**src/rtl/shiftreg_seq_ctrl.sv**
```systemverilog
// Command/result sequencer wrapping a 4-op shift/rotate register, one step per clock.
// Optional abort input enabled by defining SHIFTREG_SEQ_CTRL_ABORT_EN.
module shiftreg_seq_ctrl #(
    parameter int unsigned WIDTH = 4,
    parameter int unsigned CNT_W = 3
) (
    input  logic             clk,
    input  logic             rst_n,
`ifdef SHIFTREG_SEQ_CTRL_ABORT_EN
    input  logic             abort,
`endif
    input  logic             cmd_valid,
    output logic             cmd_ready,
    input  logic [WIDTH-1:0] cmd_data,
    input  logic [1:0]       cmd_op,
    input  logic [CNT_W-1:0] cmd_count,
    output logic             res_valid,
    input  logic             res_ready,
    output logic [WIDTH-1:0] res_data,
    output logic             busy
);

    localparam logic [1:0] StIdle  = 2'd0;
    localparam logic [1:0] StShift = 2'd1;
    localparam logic [1:0] StDone  = 2'd2;

    logic [1:0]       state_q, state_d;
    logic [WIDTH-1:0] shreg_q, shreg_d;
    logic [CNT_W-1:0] remaining_q, remaining_d;
    logic [1:0]       op_q, op_d;

    function automatic logic [WIDTH-1:0] shift_step(input logic [1:0] op,
                                                    input logic [WIDTH-1:0] v);
        logic [WIDTH-1:0] r;
        unique case (op)
            2'b00:   r = {v[WIDTH-2:0], 1'b0};
            2'b01:   r = {1'b0, v[WIDTH-1:1]};
            2'b10:   r = {v[WIDTH-2:0], v[WIDTH-1]};
            default: r = {v[0], v[WIDTH-1:1]};
        endcase
        return r;
    endfunction

    always_comb begin
        state_d     = state_q;
        shreg_d     = shreg_q;
        remaining_d = remaining_q;
        op_d        = op_q;
        case (state_q)
            StIdle: begin
                if (cmd_valid) begin
                    shreg_d     = cmd_data;
                    op_d        = cmd_op;
                    remaining_d = cmd_count;
                    state_d     = (cmd_count != '0) ? StShift : StDone;
                end
            end
            StShift: begin
                shreg_d     = shift_step(op_q, shreg_q);
                remaining_d = remaining_q - CNT_W'(1);
                if (remaining_q == CNT_W'(1)) begin
                    state_d = StDone;
                end
            end
            StDone: begin
                if (res_ready) begin
                    state_d = StIdle;
                end
            end
            default: state_d = StIdle;
        endcase
`ifdef SHIFTREG_SEQ_CTRL_ABORT_EN
        // Abort overrides everything, including a same-edge result handshake.
        if (abort && state_q != StIdle) begin
            state_d     = StIdle;
            shreg_d     = '0;
            remaining_d = '0;
        end
`endif
    end

    always_ff @(posedge clk or negedge rst_n) begin
        if (!rst_n) begin
            state_q     <= StIdle;
            shreg_q     <= '0;
            remaining_q <= '0;
            op_q        <= 2'b00;
        end else begin
            state_q     <= state_d;
            shreg_q     <= shreg_d;
            remaining_q <= remaining_d;
            op_q        <= op_d;
        end
    end

    always_comb begin
        cmd_ready = (state_q == StIdle);
        res_valid = (state_q == StDone);
        busy      = (state_q == StShift) || (state_q == StDone);
        res_data  = (state_q == StDone) ? shreg_q : '0;
    end

endmodule

```
**config.mk**
```make
export PLATFORM = sky130hd
export DESIGN_NAME = shiftreg_seq_ctrl
export DESIGN_NICKNAME = d
export VERILOG_FILES = /design/src/rtl/shiftreg_seq_ctrl.sv
export SDC_FILE = /design/constraint.sdc
export NUM_CORES = 1
export LEC_CHECK = 0
export ABC_AREA = 1
export CORE_UTILIZATION = 44
export CTS_BUF_LIST = sky130_fd_sc_hd__clkbuf_8
export DETAILED_ROUTE_END_ITERATION = 8
export PLACE_DENSITY_LB_ADDON = 0.12
export SETUP_SLACK_MARGIN = 0.4
export SLEW_MARGIN = 25
export SYNTH_ARGS = -nofsm -noshare
export SYNTH_HDL_FRONTEND = slang
export SYNTH_SLANG_ARGS = --single-unit
```
**constraint.sdc**
```tcl
create_clock -name clk -period 1.2 [get_ports clk]
set_input_delay 0.18 -clock clk [delete_from_list [all_inputs] [get_ports clk]]
set_output_delay 0.18 -clock clk [all_outputs]
set_load 0.01 [all_outputs]
```
### After elaboration in Yosys (flattened, before gate mapping)

Index checks and enable logic that the tools add are counted.

| word-level totals | value |
|---|---|
| bits in registers | 11 |
| input bits | 13 |
| output and inout bits | 7 |
| word-level logic and storage cells | 32 |

| operators by class | value |
|---|---|
| $add $sub $neg | 1 |
| equality and inequality tests | 8 |
| muxes and demuxes | 11 |
| reductions and logical operators | 8 |

Operators with widths:

| cell | number |
|---|---|
| $pmux W4 S3 | 1 |
| $mux W2 | 4 |
| $mux W4 | 2 |
| $pmux W4 S2 | 1 |
| $pmux W2 S3 | 1 |
| $pmux W3 S2 | 1 |
| $eq A2 B1 Y1 const B | 2 |
| $eq A2 B2 Y1 const B | 2 |
| $logic_not A2 Y1 | 2 |
| $ne A2 B2 Y1 const B | 2 |
| $reduce_and A2 Y1 | 2 |
| $eq A3 B1 Y1 const B | 1 |
| $mux W3 | 1 |
| $reduce_and A3 Y1 | 1 |
| $reduce_bool A3 Y1 | 1 |
| $sub A3 B1 Y3 const B | 1 |
| $ne A2 B1 Y1 const B | 1 |
| $reduce_bool A2 Y1 | 1 |
| $logic_or A1 B1 Y1 | 1 |

### Logic depth before layout (Yosys ltp)

Gate-level depths: netlist of the first run.

| depth | value |
|---|---|
| depth in word-level cells | 4 |
| depth in mapped cells | 9 |
| depth with buffers taken out | 9 |

### Least setup slack after synthesis of the first run

No wires, ideal clock.

| path | value |
|---|---|
| kind | register -> register |
| start point | reg state_q[0] |
| end point | reg shreg_q[1] |
| library setup time | 0.116 ns |
| arrival time | 1.152 ns |
| data required time | 1.084 ns |
| path slack | -0.069 ns |
| stages on the path, launching flop included | 10 |
| buffers on the path | 0 |
| clock period less this slack | 1.269 ns |
| path through | dfrtp_1 > inv_1 > ha_1 > inv_1 > nand2_2 > nand2_4 > inv_6 > nor2_2 > nand2_1 > nand2_1 |

| on the way | value |
|---|---|
| word-level cells in the longest chain between the ends | 3 |
| elaborated cells on any way between the ends | 6 |
| classes of those cells | 2 x eq/ne; 1 x mux; 3 x reduce/logical |

Ends and longest elaborated chain:

| what | line | source |
|---|---|---|
| start: declaration | 27 | `logic [1:0] state_q, state_d;` |
| start signal: assignment | 84 | `state_q <= StIdle;` |
| start signal: assignment | 89 | `state_q <= state_d;` |
| $logic_not A2 Y1 (*) | - |  |
| net cmd_ready | 13 | `output logic cmd_ready,` |
| $ne A2 B2 Y1 (no source line) or $reduce_bool A2 Y1 (tied branches) | - |  |
| $reduce_and A2 Y1 (no source line) | - |  |
| end signal: assignment | 90 | `shreg_q <= shreg_d;` |
| end: declaration | 28 | `logic [WIDTH-1:0] shreg_q, shreg_d;` |

The timed path passes the listed nets; every way through them passes the cells marked *.
A chain may end at the register's enable or synchronous reset.

### Final worst setup path of the first run

| path | value |
|---|---|
| start point | reg state_q[1] |
| end point | out res_data[0] |

| on the way | value |
|---|---|
| word-level cells in the longest chain between the ends | 2 |

Ends and longest elaborated chain:

| what | line | source |
|---|---|---|
| $eq A2 B2 Y1 | 100 | `res_data = (state_q == StDone) ? shreg_q : '0;` |
| $mux W4 | 100 |  |
| end: declaration | 19 | `output logic [WIDTH-1:0] res_data,` |

No other way between the ends.

==> impl_metrics.tcl, run 1 <==
set metrics [dict create \
    status "complete, but fails checks" \
    violations "design-rule violations, negative setup slack" \
    synth_ff_type "dfrtp_1" \
    power_w 0.003575 \
    rrSetupSlack_ns -0.15 \
    cp_slowest_cell "dfrtp_1" \
    n_antenna_cell 0 \
    syn_nets 128 \
    core.rowCount 14 \
    synth.distinct_cells 15 \
    clk_pin_slew_ns 0.05 \
    ys_warn_count 0 \
    crit_arrival_ns 1.21 \
    cpPeakStageDelay_ns 0.41 \
    wl_per_cell_microns 14.63 \
    relSlewSlack_pct 81.19 \
    hold_violations 0 \
    synth_edf_count 0 \
    io_pins 20 \
    clockRootBuffer "clkbuf_8" \
    cts_buffers 3 \
    vias 868 \
    hpwl_microns 1344 \
    synth_top_area_share_pct 36.07 \
    hold_buffers 0 \
    floorplan.initialDensity_pct 48.96 \
    fin_crit_sh_pct 115.9 \
    netlist_top_cells_area "dfrtp_1, nand2_1, ha_1, inv_1, nand3_1" \
    ant_nets 0 \
    yosysSeqAreaShare_pct 36.07 \
    finalSetupViolCount 17 \
    grt_antenna_before_repair 0 \
    instances_no_fill 161 \
    cts_sinks 11 \
    cap_violations 0 \
    place_congestion 0.8183 \
    drv_slew 0 \
    crit_path_start_kind "flip-flop" \
    die_h_microns 43.65 \
    grt_start_max_net_pins 12 \
    avgSynthCellArea_sq_um 6.938 \
    drt-initial-drc-count 37 \
    cp_common_cell "buf_6" \
    synth_commonest_cells "nand2_1, inv_1, dfrtp_1" \
    grt_overflow 0 \
    h-tree-depth 1 \
    synth_area_leader_cell "dfrtp_1" \
    skew_ns 0.0007814 \
    nNetsFinal 164 \
    layout-drive-gt1-share_pct 39.31 \
    place.port_buffers 19 \
    netlist_area_sq_um 763.2 \
    hold_path_class "in -> async" \
    grt_pass1_wl_microns 3712 \
    setup.worst_path.end_class "output port" \
    syn_inst 110 \
    cts_tree "yes" \
    worst_slew_pin_slew_ns 0.2812 \
    startpoint "state_q[1]" \
    vias_per_cell 5.391 \
    die_w_microns 43.65 \
    ys_ff_latch 11 \
    detail_route.first_pass.iterations 6 \
    setup_ws_ns -0.1911 \
    synth_most_common_cell "nand2_1" \
    criticalPathCategory "reg -> out" \
    worstReg2RegEnd "shreg_q[0]" \
    min_period_ns 1.391 \
    powerDensity_nw_per_um2 2801 \
    drt_wl_total_microns 2356 \
    async_flop_share_pct 100.0 \
    num-fill-cells 95 \
    timing.rr.start "state_q[0]" \
    required_ns 1.02 \
    rsz0062_at_grt "true" \
    drc 2 \
    r2r_cells 9 \
    groute.usage.overall_pct 26.78 \
    grt_pass1_vias 822 \
    fmax_mhz 718.8 \
    dieArea_sq_um 1905 \
    critical_path.cell_chain "buf_6 > ha_4 > nand2_2 > inv_2 > buf_6" \
    power.leakage_nw 0.6449 \
    endpoint "res_data[0]" \
    post-place-cells 153 \
    path_max_fanout 6 \
    core_sq_um 1559 \
    cts_buffer_depth 2 \
    peakVddDrop_mv 2.196 \
    area_delta_synth_final_pct 67.21 \
    clock_latency_ns 0.24 \
]
cells by family after synthesis:
logic type	synth area share, %
simple gates	37.70
buf+inv	10.82
flops	36.07
compound gates	4.590
fa+ha+maj	8.197
xor+xnor	1.148
mux	1.475
final cells by class:
| class | instances | area, sq um | area share (%) |
|---|---|---|---|
| well taps | 16 | 20.02 | 1.569 |
| clock inverters | 1 | 3.754 | 0.2941 |
| inverters | 17 | 83.83 | 6.569 |
| multi-input cells | 81 | 541.8 | 42.45 |
| repair buffers | 31 | 304.0 | 23.82 |
| repair inverters | 1 | 6.256 | 0.4902 |
| flip-flops and latches | 11 | 275.3 | 21.57 |
| clock buffers | 3 | 41.29 | 3.235 |
timing repair:
| action | in CTS | in global routing |
|---|---|---|
| setup endpoints to repair | 18 | 18 |
| gates resized for setup | 56 | 20 |
| pin swaps | 4 | 7 |
| setup buffers | 2 | 1 |
| cloned | 1 | 0 |
power by group:
part	total [W]	internal, W	switching [W]
clock	0.000383	0.000226	0.000157
combinational	0.00248	0.00114	0.00134
sequential	0.000712	0.000561	0.000150
worst min-delay path by stage:
stage / startpoint / to / slack, ns / cells past startpoint
floorplan: rst_n / op_q[0] / -0.12 / 0
global placement: rst_n / remaining_q[1] / 0.50 / 2
detailed placement: rst_n / remaining_q[1] / 0.50 / 2
CTS: rst_n / remaining_q[0] / 0.25 / 2
global route: rst_n / remaining_q[0] / 0.25 / 2
finish: rst_n / remaining_q[0] / 0.24 / 2
critical path, delay by kind of cell (launching register included):
kind / cells / cell delay (ns)
flops: 1 / 0.41
buf+inv: 3 / 0.29
fa+ha+maj: 1 / 0.18
simple gates: 1 / 0.09
metal layers:
metal  part of all wire [%]  GRT usage, %  vias to the layer above
li1                       -             -                      407
met1                     39         33.42                      386
met2                     47         43.28                       56
met3                    7.5         2.917                       19
met4                    6.1         18.13                        0
met5                      0             0                        -
state kept, by name (all words and copies together), names as in the netlist:
signal,count
op_q,2
remaining_q,3
shreg_q,4
state_q,2
through the flow:
stage	utilization (%)	hold slack, ns	area, sq um	setup TNS [ns]	setup WS [ns]
2_1_floorplan	-	-0.1156	785.8	0	0.06366
3_3_place_gp	68.14	0.4966	1062	-2.567	-0.2942
3_5_place_dp	68.14	0.4989	1062	-3.066	-0.3196
4_1_cts	77.05	0.2515	1201	-1.571	-0.1446
5_1_grt	81.86	0.2542	1276	-2.703	-0.2217
6_report	81.86	0.2385	1276	-1.947	-0.1911
placed cells by master (no fill, tap or decap), types with 2 or more instances in the layout:
cell type / count
a21oi_1: 3
buf_2: 2
buf_4: 8
buf_6: 7
clkbuf_8: 3
clkdlybuf4s50_1: 12
dfrtp_1: 11
ha_1: 2
ha_4: 3
inv_1: 10
inv_2: 5
inv_4: 2
nand2_1: 35
nand2_2: 6
nand2_4: 2
nand2_8: 2
nand3_1: 8
nor2_1: 2
nor2_2: 6
nor2_4: 5
o21ai_1: 4
Note: power is estimated with default switching activity, not from simulation.
==> inputs of run 2 (changes only) <==
Settings changed: ABC_CLOCK_PERIOD_IN_PS from default to 1200.
==> results of run 2 <==
No change in the layout: final DEF, timing and power equal those of run 1.
==> inputs of run 3 (changes only) <==
Settings changed: CTS_CLUSTER_DIAMETER from default to 80, CTS_CLUSTER_SIZE from default to 40.
==> results of run 3 <==
No change in the layout: final DEF, timing and power equal those of run 1.
